File: src/rtl/acc_mul_seq.sv
// Shift-and-add multiply sequencer that steers the 4-bit CPU accumulator.
// Each iteration tests the low LSB, adds the multiplicand into acc_high, then shifts {high,low} right.
module acc_mul_seq #(
    parameter int WIDTH = 4,
    parameter int CNT_W = 2
) (
    input  logic       clk,
    input  logic       reset_n,
    input  logic       start,
    input  logic       abort,
    input  logic       acc_low_lsb,
    input  logic       alu_carry,
    output logic       acc_in_select,
    output logic [1:0] acc_high_select,
    output logic [1:0] acc_low_select,
    output logic       acc_high_reset_p,
    output logic       fill_value,
    output logic       alu_add,
    output logic       busy,
    output logic       done
);

    localparam logic [1:0] SEL_IDLE = 2'b00;
    localparam logic [1:0] SEL_SHR  = 2'b01;
    localparam logic [1:0] SEL_LOAD = 2'b11;

    typedef enum logic [2:0] {
        S_IDLE,
        S_LOAD_LO,
        S_CLR_HI,
        S_TEST,
        S_ADD,
        S_SHIFT,
        S_DONE
    } state_t;

    state_t             r_state;
    state_t             w_nxt_state;
    logic [CNT_W-1:0]   r_cnt;
    logic [CNT_W-1:0]   w_nxt_cnt;
    logic               r_carry_q;
    logic               w_nxt_carry;
    logic               w_last;

    assign w_last = (r_cnt == CNT_W'(WIDTH - 1));

    always_comb begin
        w_nxt_state = r_state;
        w_nxt_cnt   = r_cnt;
        w_nxt_carry = r_carry_q;
        // abort overrides everything, including a start in the same IDLE cycle
        if (abort) begin
            w_nxt_state = S_IDLE;
            w_nxt_carry = 1'b0;
        end else begin
            case (r_state)
                S_IDLE: begin
                    if (start) begin
                        w_nxt_state = S_LOAD_LO;
                    end
                end
                S_LOAD_LO: begin
                    w_nxt_state = S_CLR_HI;
                end
                S_CLR_HI: begin
                    w_nxt_cnt   = '0;
                    w_nxt_state = S_TEST;
                end
                S_TEST: begin
                    if (acc_low_lsb) begin
                        w_nxt_state = S_ADD;
                    end else begin
                        w_nxt_carry = 1'b0;
                        w_nxt_state = S_SHIFT;
                    end
                end
                S_ADD: begin
                    w_nxt_carry = alu_carry;
                    w_nxt_state = S_SHIFT;
                end
                S_SHIFT: begin
                    if (w_last) begin
                        w_nxt_state = S_DONE;
                    end else begin
                        w_nxt_cnt   = r_cnt + CNT_W'(1);
                        w_nxt_state = S_TEST;
                    end
                end
                S_DONE: begin
                    w_nxt_state = S_IDLE;
                end
                default: begin
                    w_nxt_state = S_IDLE;
                end
            endcase
        end
    end

    // Outputs are decoded from the next state so they line up with the registered state.
    always_ff @(posedge clk or negedge reset_n) begin
        if (!reset_n) begin
            r_state          <= S_IDLE;
            r_cnt            <= '0;
            r_carry_q        <= 1'b0;
            acc_in_select    <= 1'b0;
            acc_high_select  <= SEL_IDLE;
            acc_low_select   <= SEL_IDLE;
            acc_high_reset_p <= 1'b0;
            fill_value       <= 1'b0;
            alu_add          <= 1'b0;
            busy             <= 1'b0;
            done             <= 1'b0;
        end else begin
            r_state          <= w_nxt_state;
            r_cnt            <= w_nxt_cnt;
            r_carry_q        <= w_nxt_carry;
            acc_in_select    <= (w_nxt_state == S_LOAD_LO);
            acc_high_select  <= (w_nxt_state == S_ADD)     ? SEL_LOAD :
                                (w_nxt_state == S_SHIFT)   ? SEL_SHR  : SEL_IDLE;
            acc_low_select   <= (w_nxt_state == S_LOAD_LO) ? SEL_LOAD :
                                (w_nxt_state == S_SHIFT)   ? SEL_SHR  : SEL_IDLE;
            acc_high_reset_p <= (w_nxt_state == S_CLR_HI);
            fill_value       <= (w_nxt_state == S_SHIFT) && w_nxt_carry;
            alu_add          <= (w_nxt_state == S_ADD);
            busy             <= (w_nxt_state == S_LOAD_LO) || (w_nxt_state == S_CLR_HI) ||
                                (w_nxt_state == S_TEST)    || (w_nxt_state == S_ADD)    ||
                                (w_nxt_state == S_SHIFT);
            done             <= (w_nxt_state == S_DONE);
        end
    end

endmodule
File: config.mk
export PLATFORM = sky130hd
export DESIGN_NAME = acc_mul_seq
export DESIGN_NICKNAME = d
export VERILOG_FILES = /design/src/rtl/acc_mul_seq.sv
export SDC_FILE = /design/constraint.sdc
export NUM_CORES = 1
export LEC_CHECK = 0
export ABC_AREA = 1
export CAP_MARGIN = 20
export CORE_UTILIZATION = 40
export CTS_CLUSTER_DIAMETER = 100
export DETAILED_ROUTE_END_ITERATION = 12
export PLACE_DENSITY = 0.7
export SLEW_MARGIN = 10
export SYNTH_ARGS = -nofsm -noshare
export SYNTH_HDL_FRONTEND = slang
export SYNTH_SLANG_ARGS = --single-unit
File: constraint.sdc
create_clock -name clk -period 1.3 [get_ports clk]
set_clock_uncertainty 0.15 [all_clocks]
set_input_delay 0.13 -clock clk [delete_from_list [all_inputs] [get_ports clk]]
set_output_delay 0.13 -clock clk [all_outputs]
set_load 0.005 [all_outputs]
# After elaboration in Yosys (flattened, before gate mapping)
# Index checks and enable logic that the tools add are counted.
[totals]
mem_bits_ro = 0
latch_bits = 0
in_bits = 6
regBits = 16
ram_bits = 0
mem_count = 0
[classes]
n_bitwise = 1
n_lt_le_gt_ge = 0
n_mul = 0
addsub = 1
reduce_logical = 8
eq_ne = 13
n_shift = 0
muxes = 13
n_div = 0
[op_table]
columns = ["cell", "count"]
rows = [
  ["case mux 3 bit (6 select lines)", 1],
  ["equality test 3 bit, second input constant", 5],
  ["equality test 3 x 2 -> 1 bit, second input constant", 4],
  ["two-way mux 3 bit", 3],
  ["equality test 3 x 1 -> 1 bit, second input constant", 2],
  ["two-way mux 2 bit", 3],
  ["logical OR 1 bit", 4],
  ["two-way mux 1 bit", 4],
  ["case mux 2 bit (2 select lines)", 1],
  ["logical NOT 3 bit", 1],
  ["AND reduction 3 bit", 1],
  ["adder 2 x 1 -> 2 bit, second input constant", 1],
  ["equality test 2 bit, second input constant", 1],
  ["inequality test 2 bit, second input constant", 1],
  ["case mux 1 bit (2 select lines)", 1],
  ["nonzero test 2 bit", 1],
  ["logical AND 1 bit", 1],
  ["inverter 1 bit", 1],
]

# Depth between registers and ports, before layout
[depth]
word_depth = 9
mapped_depth = 10
mapped_depth_nobuf = 10

# Worst setup path before layout
# Ideal clock, no wire load.
[synth_timing]
path_kind = "register -> register"
from = "register r_cnt[0]"
to = "register r_cnt[1]"
setup_slack_ns = -0.044
path_buffers = 0
t_arrival_ns = 1.071
stages_incl_launch_ff = 8
cell_sequence = "dfrtp_1 ha_1 inv_1 nand2_1 nand3_2 nand2_2 nor2_1 o21bai_1"
[synth_between]
elab_chain_cells = 3
elab_cells_between_ends = 6
cone_classes = "add/sub (1); eq/ne (2); mux (2); reduce/logical (1)"
[synth_lines]
columns = ["item", "line_no", "source"]
rows = [
  ["from (decl)", "39", "logic [CNT_W-1:0] r_cnt;"],
  ["from (signal assigned)", "115", "r_cnt <= w_nxt_cnt;"],
  ["adder 2 x 1 -> 2 bit / equality test 2 bit (equally long branches)", "85, 45", ""],
  ["two-way mux 2 bit / inequality test 2 bit (equally long branches)", "--", ""],
  ["case mux 2 bit (2 select lines) / AND reduction 3 bit (equally long branches)", "--", ""],
]
# Parallel ways exist; a longest one is shown, timed or not. The select of a mux whose other input is x is not followed.
# A chain may end at the register's enable or synchronous reset.

# Final worst setup path
[layout_timing]
from = "register r_state[2]"
to = "register busy"
[layout_between]
elab_chain_cells = 8
elab_cells_between_ends = 18
cone_classes = "eq/ne (10); mux (3); reduce/logical (5)"
[layout_lines]
columns = ["item", "line_no", "source"]
rows = [
  ["from (decl)", "37", "state_t r_state;"],
  ["from (signal assigned)", "114", "r_state <= w_nxt_state;"],
  ["equality test 3 bit, or another cell as far along", "56", "case (r_state)"],
  ["case mux 3 bit (6 select lines) *", "56", ""],
  ["two-way mux 3 bit *", "52", "if (abort) begin"],
  ["equality test 3 x 1 -> 1 bit / equality test 3 x 2 -> 1 bit (equally long branches)", "125", "busy <= (w_nxt_state == S_LOAD_LO) || (w_nxt_state == S_CLR_HI) ||"],
  ["logical OR 1 bit (2 in a row)", "125", ""],
  ["logical OR 1 bit", "126", "(w_nxt_state == S_TEST) || (w_nxt_state == S_ADD) ||"],
  ["logical OR 1 bit *", "126", ""],
  ["to (signal assigned)", "125", ""],
  ["to (decl)", "19", "output logic busy,"],
]
# Mark *: on every way between the ends. The rest lies on a longest branch, timed or not.

==> impl.org <==
** Run status
- Outcome :: complete, but fails checks
- Violated checks :: negative setup slack

** Detailed routing
- In this run the remaining antenna-violating nets after routing total 0.
- Detail-routed via count per cell :: 4.43
- Total vias in the final route :: 536
- After detailed routing, the number of remaining DRC violations is 0.
- Summed over all layers, the routed wires come to 1340 µm.
- WL/cell :: 11.1 µm
- First-iteration detailed-routing DRC count :: 3
- Before antenna repair, the detailed router went through 2 iterations.

** Final layout
- The finished layout holds 121 standard cells, fillers aside.
- Total number of nets in the final design :: 113
- Relative to the synthesized area, the layout overhead comes to 51.0%.
- The filler cells instantiated in the layout total 127.
- Cells with a size suffix above 1 make up 36.2% of the layout.
- Diodes inserted :: 0

** Clocking
- Clock-pin slew was measured on the worst setup and hold paths at 0.09 ns.
- TritonCTS built the clock tree.
- H-Tree Level Count :: 1
- Number of buffers created by CTS :: 3
- In this run the clock root is driven by a sky130_fd_sc_hd__clkbuf_4.
- Count of clock tree sinks :: 14
- Clock latency on the worst-skew pair, taken at its later pin, is 0.29 ns.
- No sink is reached through more buffers than the 2 on the longest clock path.

** Min path
- Startpoint of the worst hold path :: alu_carry
- The worst hold path belongs to the class in -> reg.
- Counting instances, the worst hold path has a depth of 4.
- Worst hold endpoint :: r_carry_q

** Die
- The initial utilization of the core area, before any placement, comes to 43.2%.
- Die width :: 42.3 µm
- Number of I/O pins :: 16
- Core area :: 0.00151 mm²
- Count of standard-cell rows :: 14
- Die area :: 0.00179 mm²
- Die outline height :: 42.3 µm

** Setup path
- The worst register-to-register path ends at busy.
- The largest individual stage delay along the critical path comes from the cell sky130_fd_sc_hd__dfrtp_1.
- At the worst endpoint, the required time is 1.32 ns.
- Signal arrival time at the worst endpoint :: 1.44 ns
- Walking the worst path, the cells encountered are inv_2 > buf_6 > nor2_4 > nand2_1 > nand3_2 > nand2_4 > nand3_2 > nand3_1.
- Critical R2R Launch :: r_state[2]
- Cell repeated most along the worst path :: sky130_fd_sc_hd__nand3_2
- For the worst flop-to-flop path, the logic depth is 8.
- STA classifies the critical path startpoint as a flop.
- Kind of capture point of the worst setup path :: flop
- Of all nets on the critical path, the largest fanout is 7.
- Register-to-register path setup slack :: -0.11 ns
- Grouping stages by cell kind, the critical path spends the most delay in simple AND/OR/NAND/NOR gates.
- Critical setup path kind :: reg -> reg
- Longest individual stage delay on the worst path :: 0.38 ns
- Buffers plus inverters on the worst setup path :: 2

** STA
- Worst max-slew margin expressed relative to the limit :: 88.1%
- Number of slew-limit violations in the final report :: 0
- The count of final hold-check violations came to 0.
- Setup violations, final :: 10
- Slack of the critical path :: -0.111 ns
- Worst slew pin tran :: 0.179 ns
- After layout, the minimum clock period comes to 1.41 ns.
- Derived from the worst setup path, the maximum achievable clock frequency is 0.709 GHz.
- Post-route clock period utilization :: 109%
- Unrepaired setup endpoints after global routing :: true

** Pwr
- In this run the static leakage power is 0.559 nW.
- Combinational cells account for 28.2% of the total power.
- The design draws 1.19 mW.
- Max IR drop VDD :: 716 µV
- Part of the power in the clock network :: 26.3%
- Power per unit of standard cell area :: 1210 mW/mm²
- Share of total power in sequential cells :: 45.5%
- The internal power of the cells totals 841 µW.
- Net switching component of the power :: 350 µW
- Net switching is 29.4% of the power.

** Synth
- The number of nets in the synthesized netlist is 81.
- Number of synthesis warnings :: 0
- Count of different cell masters after synthesis :: 16
- Post-synthesis area per instance :: 8.79 µm²
- The biggest area contributor in the post-synthesis netlist is sky130_fd_sc_hd__dfrtp_1.
- The top cell type by area accounts for 53.8% of the synthesized area.
- Share of synthesized area occupied by flip-flops and latches :: 53.8%
- Synthesized instance count :: 74
- Synthesis inferred 14 register bits.
- Synth area leaders :: sky130_fd_sc_hd__dfrtp_1 (54%), sky130_fd_sc_hd__inv_1 (9.2%), sky130_fd_sc_hd__nand2_1 (8.1%)
- In this run the cell area of the synthesized design comes to 651 µm².

** Global route
- GRT overflow :: 0
- Initial antenna violation count :: 0
- The first global-routing pass estimated 2130 µm of wire.
- Entering global routing, the biggest net connects 15 pins.
- In the global route stage, overall resource usage came out at 16.3%.
- Via count of the first global-routing pass :: 527

** Placed design
- Placed insts :: 112
- # port buffers :: 15
- Detailed placement ended at an HPWL of 932 µm.
- At the end of routability-driven placement, the weighted congestion stood at 0.791.

** Flow run
- The tool flagged a number of max-cap violations equal to 0.
-- per-layer routing --
layer,up-vias,GRT usage [%],part of all wire [%]
li1,286,-,-
met1,239,20.5,46
met2,8,25.5,49
met3,3,3.88,3.1
met4,0,9.38,1.7
met5,-,0,0
-- cells by family (layout without fill, tap and decap cells) --
| kind of cell | count (synthesis) | in the layout | share of synthesized area (%) |
|---|---|---|---|
| AO/OA/AOI/OAI | 5 | 5 | 5.77 |
| adder cells (fa/ha/maj) | 1 | 1 | 1.92 |
| buffers and inverters | 18 | 49 | 11.5 |
| flip-flops | 14 | 14 | 53.8 |
| AND/OR/NAND/NOR | 36 | 36 | 26.9 |
-- stage by stage --
step	hold WS (ns)	util (%)	setup slack (ns)	instance area (µm²)	TNS, ns
floorplan	-0.316	-	0.00614	666	0
global placement	0.307	59.0	-0.127	888	-0.821
detailed placement	0.309	59.0	-0.153	888	-1.01
CTS	0.375	62.0	-0.131	935	-0.960
global route	0.433	65.2	-0.202	982	-1.89
finish	0.402	65.2	-0.111	982	-0.787
-- cell usage in the layout (no fill, tap or decap), types with 3 or more instances in the layout --
cell,count
sky130_fd_sc_hd__buf_4,10
sky130_fd_sc_hd__clkbuf_4,3
sky130_fd_sc_hd__dfrtp_1,12
sky130_fd_sc_hd__inv_1,11
sky130_fd_sc_hd__nand3_1,5
sky130_fd_sc_hd__nand2_1,12
sky130_fd_sc_hd__nor2_4,3
sky130_fd_sc_hd__nor2_1,6
sky130_fd_sc_hd__dlygate4sd2_1,10
sky130_fd_sc_hd__buf_6,3
sky130_fd_sc_hd__clkdlybuf4s50_1,5
sky130_fd_sc_hd__inv_2,5
sky130_fd_sc_hd__nand2_2,3
-- worst min-delay path, cell delays in order --
cell	delay, ns
sky130_fd_sc_hd__clkdlybuf4s50_1	0.42
sky130_fd_sc_hd__o21ai_2	0.13
sky130_fd_sc_hd__a21o_2	0.10
sky130_fd_sc_hd__inv_2	0.03
-- flip-flops by register name, indices dropped and copies added (netlist names) --
register	count
fill_value	1
acc_low_select	1
r_state	3
acc_in_select	1
busy	1
r_carry_q	1
acc_high_select	2
acc_high_reset_p	1
done	1
r_cnt	2
-- power groups by stage --
stage | Combinational (mW) | Sequential [mW] | Clock [mW]
2_1_floorplan | 0.172 | 0.546 | 0
3_3_place_gp | 0.322 | 0.545 | 0
3_5_place_dp | 0.331 | 0.547 | 0
4_1_cts | 0.321 | 0.537 | 0.318
5_1_grt | 0.383 | 0.553 | 0.340
6_report | 0.335 | 0.542 | 0.313
-- area by class of cell --
type	instances	area (µm²)	share of cell area [%]
well taps	16	20.0	2.04
multi-input cells	42	256	26.1
repair buffers	29	256	26.1
clock buffers	4	36.3	3.69
flip-flops and latches	14	353	35.9
inverters	16	60.1	6.11
-- Yosys cell counts --
master and number:
sky130_fd_sc_hd__o21ai_0 1, sky130_fd_sc_hd__nand3_2 1, sky130_fd_sc_hd__o21bai_1 2, sky130_fd_sc_hd__nand4_1 2
sky130_fd_sc_hd__inv_1 16, sky130_fd_sc_hd__nand2_1 14, sky130_fd_sc_hd__nand2_2 2, sky130_fd_sc_hd__buf_4 2
sky130_fd_sc_hd__nor2_1 8, sky130_fd_sc_hd__a21o_2 1, sky130_fd_sc_hd__nand3_1 6, sky130_fd_sc_hd__a21oi_2 1
sky130_fd_sc_hd__nor2_4 2, sky130_fd_sc_hd__ha_1 1, sky130_fd_sc_hd__dfrtp_1 14, sky130_fd_sc_hd__nor3_1 1
-- worst max-delay path by stage --
stage / startpoint / to / slack, ns / cells after the start
after detailed placement: start / r_cnt[1] / -0.15 / 10
after CTS: r_state[1] / busy / -0.13 / 8
after floorplan: r_state[1] / busy / 0.006 / 8
after global placement: start / busy / -0.13 / 11
after global routing: r_state[2] / busy / -0.20 / 10
final: r_state[2] / busy / -0.11 / 8
-- timing repair --
action                                  in CTS  in global routing
resized for setup                           14                 11
pin swaps                                    5                  5
buffers inserted                             0                  4
hold buffers                                 1                  0
endpoints found under the hold margin        6                  0
endpoints found under the setup margin      20                 13
Note: power is estimated with default switching activity, not from simulation.
